### src/rtl/hex_display_ctrl.sv
// Seven-segment display controller: latches a value, shows it as hex or decimal
// (sequential double-dabble), with leading-zero blanking, dp, blink and overflow dash.
//
// state  | meaning
// S_IDLE | display stable, loads accepted
// S_CONV | double-dabble conversion running, loads ignored
module hex_display_ctrl #(
  parameter int NUM_DIGITS = 8,
  parameter int BLINK_DIV  = 25000000
) (
  input  logic                      clk,
  input  logic                      rst,
  input  logic                      load,
  input  logic                      mode,
  input  logic                      lzb_en,
  input  logic [4*NUM_DIGITS-1:0]   data,
  input  logic [NUM_DIGITS-1:0]     dp_in,
  input  logic [NUM_DIGITS-1:0]     blink_mask,
  output logic                      busy,
  output logic                      ovf,
  output logic [7*NUM_DIGITS-1:0]   seg_n,
  output logic [NUM_DIGITS-1:0]     dp_n
);

  localparam int W  = 4 * NUM_DIGITS;
  localparam int BW = 4 * (NUM_DIGITS + 2);
  localparam int CW = $clog2(W + 1);
  localparam int DW = (BLINK_DIV > 1) ? $clog2(BLINK_DIV) : 1;

  localparam logic [0:0] S_IDLE = 1'b0;
  localparam logic [0:0] S_CONV = 1'b1;

  localparam logic [6:0] SEG_BLANK = 7'b1111111;
  localparam logic [6:0] SEG_DASH  = 7'b0111111;

  logic [0:0]              state_q, state_d;
  logic [W-1:0]            sreg_q, sreg_d;
  logic [BW-1:0]           acc_q, acc_d;
  logic [CW-1:0]           cnt_q, cnt_d;
  logic [W-1:0]            disp_q, disp_d;
  logic                    lzb_q, lzb_d;
  logic                    lzb_pend_q, lzb_pend_d;
  logic                    ovf_q, ovf_d;
  logic [DW-1:0]           blk_cnt_q, blk_cnt_d;
  logic                    phase_q, phase_d;
  logic [7*NUM_DIGITS-1:0] seg_q, seg_d;
  logic [NUM_DIGITS-1:0]   dp_q, dp_d;
  logic [BW-1:0]           acc_step;
  logic                    upper_zero;
  logic [3:0]              nib;

  function automatic logic [6:0] enc(input logic [3:0] n);
    case (n)
      4'h0: enc = 7'b1000000;
      4'h1: enc = 7'b1111001;
      4'h2: enc = 7'b0100100;
      4'h3: enc = 7'b0110000;
      4'h4: enc = 7'b0011001;
      4'h5: enc = 7'b0010010;
      4'h6: enc = 7'b0000010;
      4'h7: enc = 7'b1111000;
      4'h8: enc = 7'b0000000;
      4'h9: enc = 7'b0010000;
      4'hA: enc = 7'b0001000;
      4'hB: enc = 7'b0000011;
      4'hC: enc = 7'b1000110;
      4'hD: enc = 7'b0100001;
      4'hE: enc = 7'b0000110;
      default: enc = 7'b0001110;
    endcase
  endfunction

  function automatic logic [BW-1:0] add3(input logic [BW-1:0] a);
    logic [BW-1:0] r;
    r = a;
    for (int j = 0; j < NUM_DIGITS + 2; j++) begin
      if (a[4*j +: 4] >= 4'd5) r[4*j +: 4] = a[4*j +: 4] + 4'd3;
    end
    return r;
  endfunction

  always_comb begin
    state_d    = state_q;
    sreg_d     = sreg_q;
    acc_d      = acc_q;
    cnt_d      = cnt_q;
    disp_d     = disp_q;
    lzb_d      = lzb_q;
    lzb_pend_d = lzb_pend_q;
    ovf_d      = ovf_q;
    acc_step   = (add3(acc_q) << 1) | BW'(sreg_q[W-1]);
    case (state_q)
      S_IDLE: begin
        if (load) begin
          if (mode) begin
            state_d    = S_CONV;
            sreg_d     = data;
            acc_d      = '0;
            cnt_d      = '0;
            lzb_pend_d = lzb_en;
          end else begin
            disp_d = data;
            lzb_d  = lzb_en;
            ovf_d  = 1'b0;
          end
        end
      end
      default: begin
        acc_d  = acc_step;
        sreg_d = sreg_q << 1;
        cnt_d  = cnt_q + CW'(1);
        // Last step commits straight from the combinational result.
        if (cnt_q == CW'(W - 1)) begin
          state_d = S_IDLE;
          disp_d  = acc_step[W-1:0];
          ovf_d   = |acc_step[BW-1:W];
          lzb_d   = lzb_pend_q;
        end
      end
    endcase
  end

  always_comb begin
    if (blk_cnt_q == DW'(BLINK_DIV - 1)) begin
      blk_cnt_d = '0;
      phase_d   = ~phase_q;
    end else begin
      blk_cnt_d = blk_cnt_q + DW'(1);
      phase_d   = phase_q;
    end
  end

  // Scan from the top digit down so upper_zero covers digits i..NUM_DIGITS-1.
  always_comb begin
    seg_d      = '1;
    dp_d       = '1;
    upper_zero = 1'b1;
    nib        = 4'd0;
    for (int i = NUM_DIGITS - 1; i >= 0; i--) begin
      nib        = disp_q[4*i +: 4];
      upper_zero = upper_zero & (nib == 4'd0);
      if (blink_mask[i] && phase_q) begin
        seg_d[7*i +: 7] = SEG_BLANK;
        dp_d[i]         = 1'b1;
      end else begin
        dp_d[i] = ~dp_in[i];
        if (ovf_q)                           seg_d[7*i +: 7] = SEG_DASH;
        else if (lzb_q && i > 0 && upper_zero) seg_d[7*i +: 7] = SEG_BLANK;
        else                                 seg_d[7*i +: 7] = enc(nib);
      end
    end
  end

  always_ff @(posedge clk or posedge rst) begin
    if (rst) begin
      state_q    <= S_IDLE;
      sreg_q     <= '0;
      acc_q      <= '0;
      cnt_q      <= '0;
      disp_q     <= '0;
      lzb_q      <= 1'b0;
      lzb_pend_q <= 1'b0;
      ovf_q      <= 1'b0;
      blk_cnt_q  <= '0;
      phase_q    <= 1'b0;
      seg_q      <= '1;
      dp_q       <= '1;
    end else begin
      state_q    <= state_d;
      sreg_q     <= sreg_d;
      acc_q      <= acc_d;
      cnt_q      <= cnt_d;
      disp_q     <= disp_d;
      lzb_q      <= lzb_d;
      lzb_pend_q <= lzb_pend_d;
      ovf_q      <= ovf_d;
      blk_cnt_q  <= blk_cnt_d;
      phase_q    <= phase_d;
      seg_q      <= seg_d;
      dp_q       <= dp_d;
    end
  end

  assign busy  = (state_q == S_CONV);
  assign ovf   = ovf_q;
  assign seg_n = seg_q;
  assign dp_n  = dp_q;

endmodule

### config.mk
export PLATFORM = sky130hd
export DESIGN_NAME = hex_display_ctrl
export DESIGN_NICKNAME = d
export VERILOG_FILES = /design/src/rtl/hex_display_ctrl.sv
export SDC_FILE = /design/constraint.sdc
export NUM_CORES = 1
export LEC_CHECK = 0
export CORE_UTILIZATION = 50
export CTS_BUF_LIST = sky130_fd_sc_hd__clkbuf_2 sky130_fd_sc_hd__clkbuf_4 sky130_fd_sc_hd__clkbuf_8
export CTS_CLUSTER_DIAMETER = 30
export DETAILED_ROUTE_END_ITERATION = 8
export PLACE_DENSITY = 0.72
export SYNTH_ARGS = -nofsm -noshare
export SYNTH_HDL_FRONTEND = slang
export SYNTH_SLANG_ARGS = --single-unit
### constraint.sdc
create_clock -name clk -period 10.7 [get_ports clk]
set_input_delay 2.14 -clock clk [delete_from_list [all_inputs] [get_ports clk]]
set_output_delay 2.14 -clock clk [all_outputs]
set_load 0.02 [all_outputs]
* Yosys cells after proc, flatten, opt, wreduce, memory -nomap -nowiden
Memory sizes are Yosys's and may differ from the RTL's. Index checks and enable logic that the tools add are counted.
Operators by class: $add $sub $neg 12, reductions and logical operators 28, multiplexer cells 67, order comparisons 10, equality and inequality tests 4, bitwise gates (word level) 17
Operator list (number):
- two-way mux 32 bit | 7
- two-way mux 7 bit | 23
- two-way mux 40 bit | 3
- greater-or-equal comparator 4 x 3 -> 1 bit (second input constant) | 10
- OR 40 x 1 -> 40 bit | 1
- adder 4 x 2 -> 4 bit (second input constant) | 9
- two-way mux 4 bit | 9
- logical NOT 4 bit | 7
- adder 25 x 1 -> 25 bit (second input constant) | 1
- equality test 25 bit (second input constant) | 1
- two-way mux 25 bit | 1
- two-way mux 1 bit | 20
- two-way mux 6 bit | 3
- logical AND 1 bit | 15
- inverter 1 bit | 10
- OR reduction 8 bit | 1
- adder 6 x 1 -> 6 bit (second input constant) | 1
- AND 1 bit | 6
- equality test 6 x 5 -> 1 bit (second input constant) | 1
- AND reduction 3 bit | 2
- != test 2 x 1 -> 1 bit (second input constant) | 2
- nonzero test 2 bit | 2
- adder 3 x 2 -> 3 bit (second input constant) | 1
- two-way mux 3 bit | 1
- AND reduction 2 bit | 1
Storage, ports and cells: output and inout bits 66, memory bits (read-only) 896, word-level logic and storage cells 158, register bits after elaboration 204, memories kept 8
Memory list:
- (no name shown) | words 16, width 7, rd ports 1, clocked after memory_dff 0, wr ports 0, RTL line 53 | case (n)
- (no name shown) | words 16, width 7, rd ports 1, clocked after memory_dff 0, wr ports 0, RTL line 53
- (no name shown) | words 16, width 7, rd ports 1, clocked after memory_dff 0, wr ports 0, RTL line 53
- (no name shown) | words 16, width 7, rd ports 1, clocked after memory_dff 0, wr ports 0, RTL line 53
- (no name shown) | words 16, width 7, rd ports 1, clocked after memory_dff 0, wr ports 0, RTL line 53
- (no name shown) | words 16, width 7, rd ports 1, clocked after memory_dff 0, wr ports 0, RTL line 53
- +2 memories

* Depth between registers and ports, before layout
word-level depth 11, depth in mapped cells 7, depth with buffers taken out 7

* Least setup slack after synthesis
OpenSTA, ideal clock, no wires.
path type input to register, start point in load, end point reg sreg_q[2], path slack 7.468 ns, data arrival time 3.097 ns, stages on the path 5, cell sequence clkbuf_1 nand2_1 buf_2 mux2i_1 o21ai_0
On the way: cells in the longest elaborated chain, start to end 2
RTL lines:
- start, declared | RTL line 13 | input logic load,
- nonzero test 2 bit (no source line)
- AND reduction 2 bit (no source line)
- end signal, assigned | RTL line 170 | sreg_q <= sreg_d;
- end, declared | RTL line 37 | logic [W-1:0] sreg_q, sreg_d;
Every way passes these cells. A chain may end at the register's enable or synchronous reset.

* Worst setup path in the final report
start point reg ovf_q, in the netlist ovf, end point out ovf
RTL lines:
- start, declared | RTL line 43 | logic ovf_q, ovf_d;
- start signal, assigned | RTL line 176 | ovf_q <= ovf_d;
- end, declared | RTL line 20 | output logic ovf,
No word-level cell between the ends.

==> metrics.md <==
| Metric | Value |
|---|---|
| Max Clk Rate | `227 MHz` |
| Cell count of the worst reg-to-reg path | `6` |
| PostCTS Resize Cnt | `0` |
| Mapped Cells | `1129` |
| Initial antenna violation count | `0` |
| R2R Path End | `disp_q[23]` |
| GRT Overall Usage | `22.2%` |
| Metal3 WL | `1030 um` |
| Layout area overhead | `22.8%` |
| Reg2reg setup slack | `8.09 ns` |
| Chip Width | `149 um` |
| Synth Cell Area | `10900 um^2` |
| Post-CTS Setup Repair Bufs | `0` |
| Leak Pwr | `roughly 6.1 nW` |
| Reg2reg start | `busy` |
| Post-synthesis sequential area ratio | `between 40% and 50%` |
| Per-cell routed wire length | `between 15 and 20 um` |
| Top layer in use | `met4` |
| Fin. max-slew vios | `0` |
| Max_slew headroom | `30.3%` |
| Synth async-reset ratio | `100%` |
| Top Ports | `119` |
| Hold buffer count at CTS | `0` |
| Total core area | `21200 um^2` |
| CTS HTree Levels | `2` |
| Die area | `22300 um^2` |
| Total chip power | `4.08 mW` |
| Clk sinks | `204` |
| Outcome | `finished clean` |
| DRC viols | `0` |
| Final antenna-violating net count | `0` |
| ANT cells | `0` |
| Hold Crit Class | `flop to flop` |
| Cell Rows | `53` |
| Layout Nets | `1363` |
| Slowest stage delay, CP | `0.95 ns` |
| Final setup fails | `0` |
| Via-to-Cell Ratio | `between 5 and 6` |
| Mapped Avg Cell Area | `9.63 um^2` |
| Routed via count | `8531` |
| Power density over cell area | `306 nW/um^2` |
| Number of global-route vias before repair | `8202` |
| Critical Path Start Type | `flop` |
| Reg clk slew, reported paths | `approximately 0.060 ns` |
| Synth cell types | `60` |
| Layout cell share with drive strength beyond 1 | `13.8%` |
| Minimum clock period | `about 4.4 ns` |
| Crit path max fanout | `18` |
| Largest net degree at the start of global routing | `128` |
| Register bit total from synthesis | `204` |
| Worst slew pin tran | `1.04 ns` |
| Synth Flop Type | `dfrtp_1` |
| Number of buffers and inverters on the critical path | `1` |
| Total global routing overflow | `0` |
| CP max stage cell | `dfrtp_1` |
| Worst path arrival time | `2.26 ns` |
| Die height | `149 um` |
| Metal-1 WL | `11000 um` |
| Worst EP required | `8.56 ns` |
| DP HPWL | `15800 um` |
| CTS Buf Count | `between 40 and 50` |
| GP Congestion | `0.833` |
| Max clock buf depth | `3` |
| CTS tree | `built` |
| Final hold viol count | `0` |
| Warnings from Yosys | `0` |
| Drt total wl | `around 24000 um` |
| Final Skew | `0.0284 ns` |
| Max IR drop VDD | `0.186 mV` |
| First DRT Iteration DRCs | `420` |
| Setup CP Type | `flop to output port` |
| Worst Hold End | `sreg_q[18]` |
| Critical Path End Type | `output port` |
| HP Start | `sreg_q[17]` |
| Hold path cells | `2` |
| Crit path max-delay family | `flip-flops` |
| Post-Syn Nets | `around 1200` |
| Tcrit/Tclk final | `41.1%` |
| Global-route wire length before repair | `39700 um` |
| Port Buf Inserts | `118` |
| Max-cap violations | `0` |
| Setup TNS | `0 ns` |
| Initial core utilization | `51.4%` |
| EDFF count, synth | `0` |
| Met2 wire len | `between 10000 and 15000 um` |
| Worst skew pair latency | `0.56 ns` |
| Root Buffer | `clkbuf_8` |
| RSZ-0062 raised after global routing | `false` |
| Drt first pass iters | `5` |
| Crit-path cells | `clkdlybuf4s50_1` |
-- flip-flops by register name (all words and copies together), names as in the netlist --
signal / flops
acc_q: 40
blk_cnt_q: 25
busy: 1
cnt_q: 6
disp_q: 32
dp_n: 8
lzb_pend_q: 1
lzb_q: 1
ovf: 1
phase_q: 1
seg_n: 56
sreg_q: 32
-- cells in the mapped netlist (all sizes together) (6+ instances only) --
master  count  area, um^2
nand2     197         739
dfrtp     140        3500
o21ai     106         531
dfstp      64        1680
ha         64         801
nor2       59         231
inv        55         206
a21o       44         330
a21oi      44         224
mux2i      43         430
clkbuf     39         146
o211ai     34         255
nand2b     33         206
xnor2      29         254
nand3      26         130
buf        15        68.8
o311ai     14         123
a211oi     13         103
xor2       12         105
nand4      11        75.1
and3       10        62.6
a22oi       9        67.6
nor4        6        65.1
-- worst max path at each step --
stage                     startpoint       end  slack (ns)  cells after the start
after global routing             ovf       ovf        6.23                      1
after floorplan                  rst  acc_q[0]        3.10                      1
after CTS                        ovf       ovf        6.28                      1
after detailed placement         rst  acc_q[9]        6.32                      3
after global placement           rst  acc_q[8]        6.32                      3
final                            ovf       ovf        6.30                      1
-- cell type report --
type	instances	area (um^2)
clock buffer	66	827
clock inverter	17	274
fill	1776	7800
inverter	55	214
multi-input combinational	816	5280
sequential	204	5190
tap	275	344
timing repair buffer	124	1230
-- per-stage QoR --
step / worst slack (ns) / util (%) / std cells / instance area, um^2 / hold slack [ns]
after floorplan: 3.10 / - / 1129 / 10900 / 0.450
after global placement: 6.32 / 57.9 / 1474 / 12300 / 0.463
after detailed placement: 6.32 / 57.9 / 1474 / 12300 / 0.468
after CTS: 6.28 / 63.1 / 1557 / 13400 / 0.461
after global routing: 6.23 / 63.1 / 1557 / 13400 / 0.503
final: 6.30 / 63.1 / 1557 / 13400 / 0.463
-- layout by cell type (no fill, tap or decap), types with 5 or more instances in the layout --
master / n
o211ai_1: 34
inv_1: 54
nor2b_1: 5
a21o_1: 44
clkinv_2: 6
a21oi_1: 42
o21a_1: 5
nand2_1: 196
clkdlybuf4s50_1: 118
dfrtp_1: 139
nand3b_1: 5
mux2i_1: 43
clkbuf_8: 53
nor3b_1: 5
o21ai_0: 106
a211oi_1: 12
xor2_1: 12
buf_4: 6
a22oi_1: 9
clkbuf_4: 13
and3_1: 10
nor2_1: 57
o311ai_0: 14
xnor2_1: 29
nand4_1: 10
nand3_1: 26
bufinv_16: 7
nand2b_1: 33
dfstp_2: 64
ha_1: 64
-- kinds of logic (layout without fill, tap and decap cells) --
family,Yosys count,count (layout),share of synthesized area [%]
multiplexers,46,46,4.48
buffers and inverters,109,262,3.88
XOR/XNOR,41,41,3.30
AND/OR/NAND/NOR,372,372,16.0
adder cells (fa/ha/maj),64,64,7.37
flip-flops,204,204,47.7
AO/OA/AOI/OAI,293,293,17.3
-- routing by layer --
layer,GRT usage (%),vias to the layer above
met1,30.4,4129
li1,-,4168
met4,9.08,0
met2,35.0,189
met3,3.45,45
met5,0,-
-- report_power, final --
group          internal, mW  total [mW]  switching, mW  leakage (nW)
Clock                 0.668        1.02          0.350         0.576
Sequential             1.14        1.44          0.300          2.45
Combinational         0.751        1.62          0.873          3.03
Power figures use the tool's default switching activity.
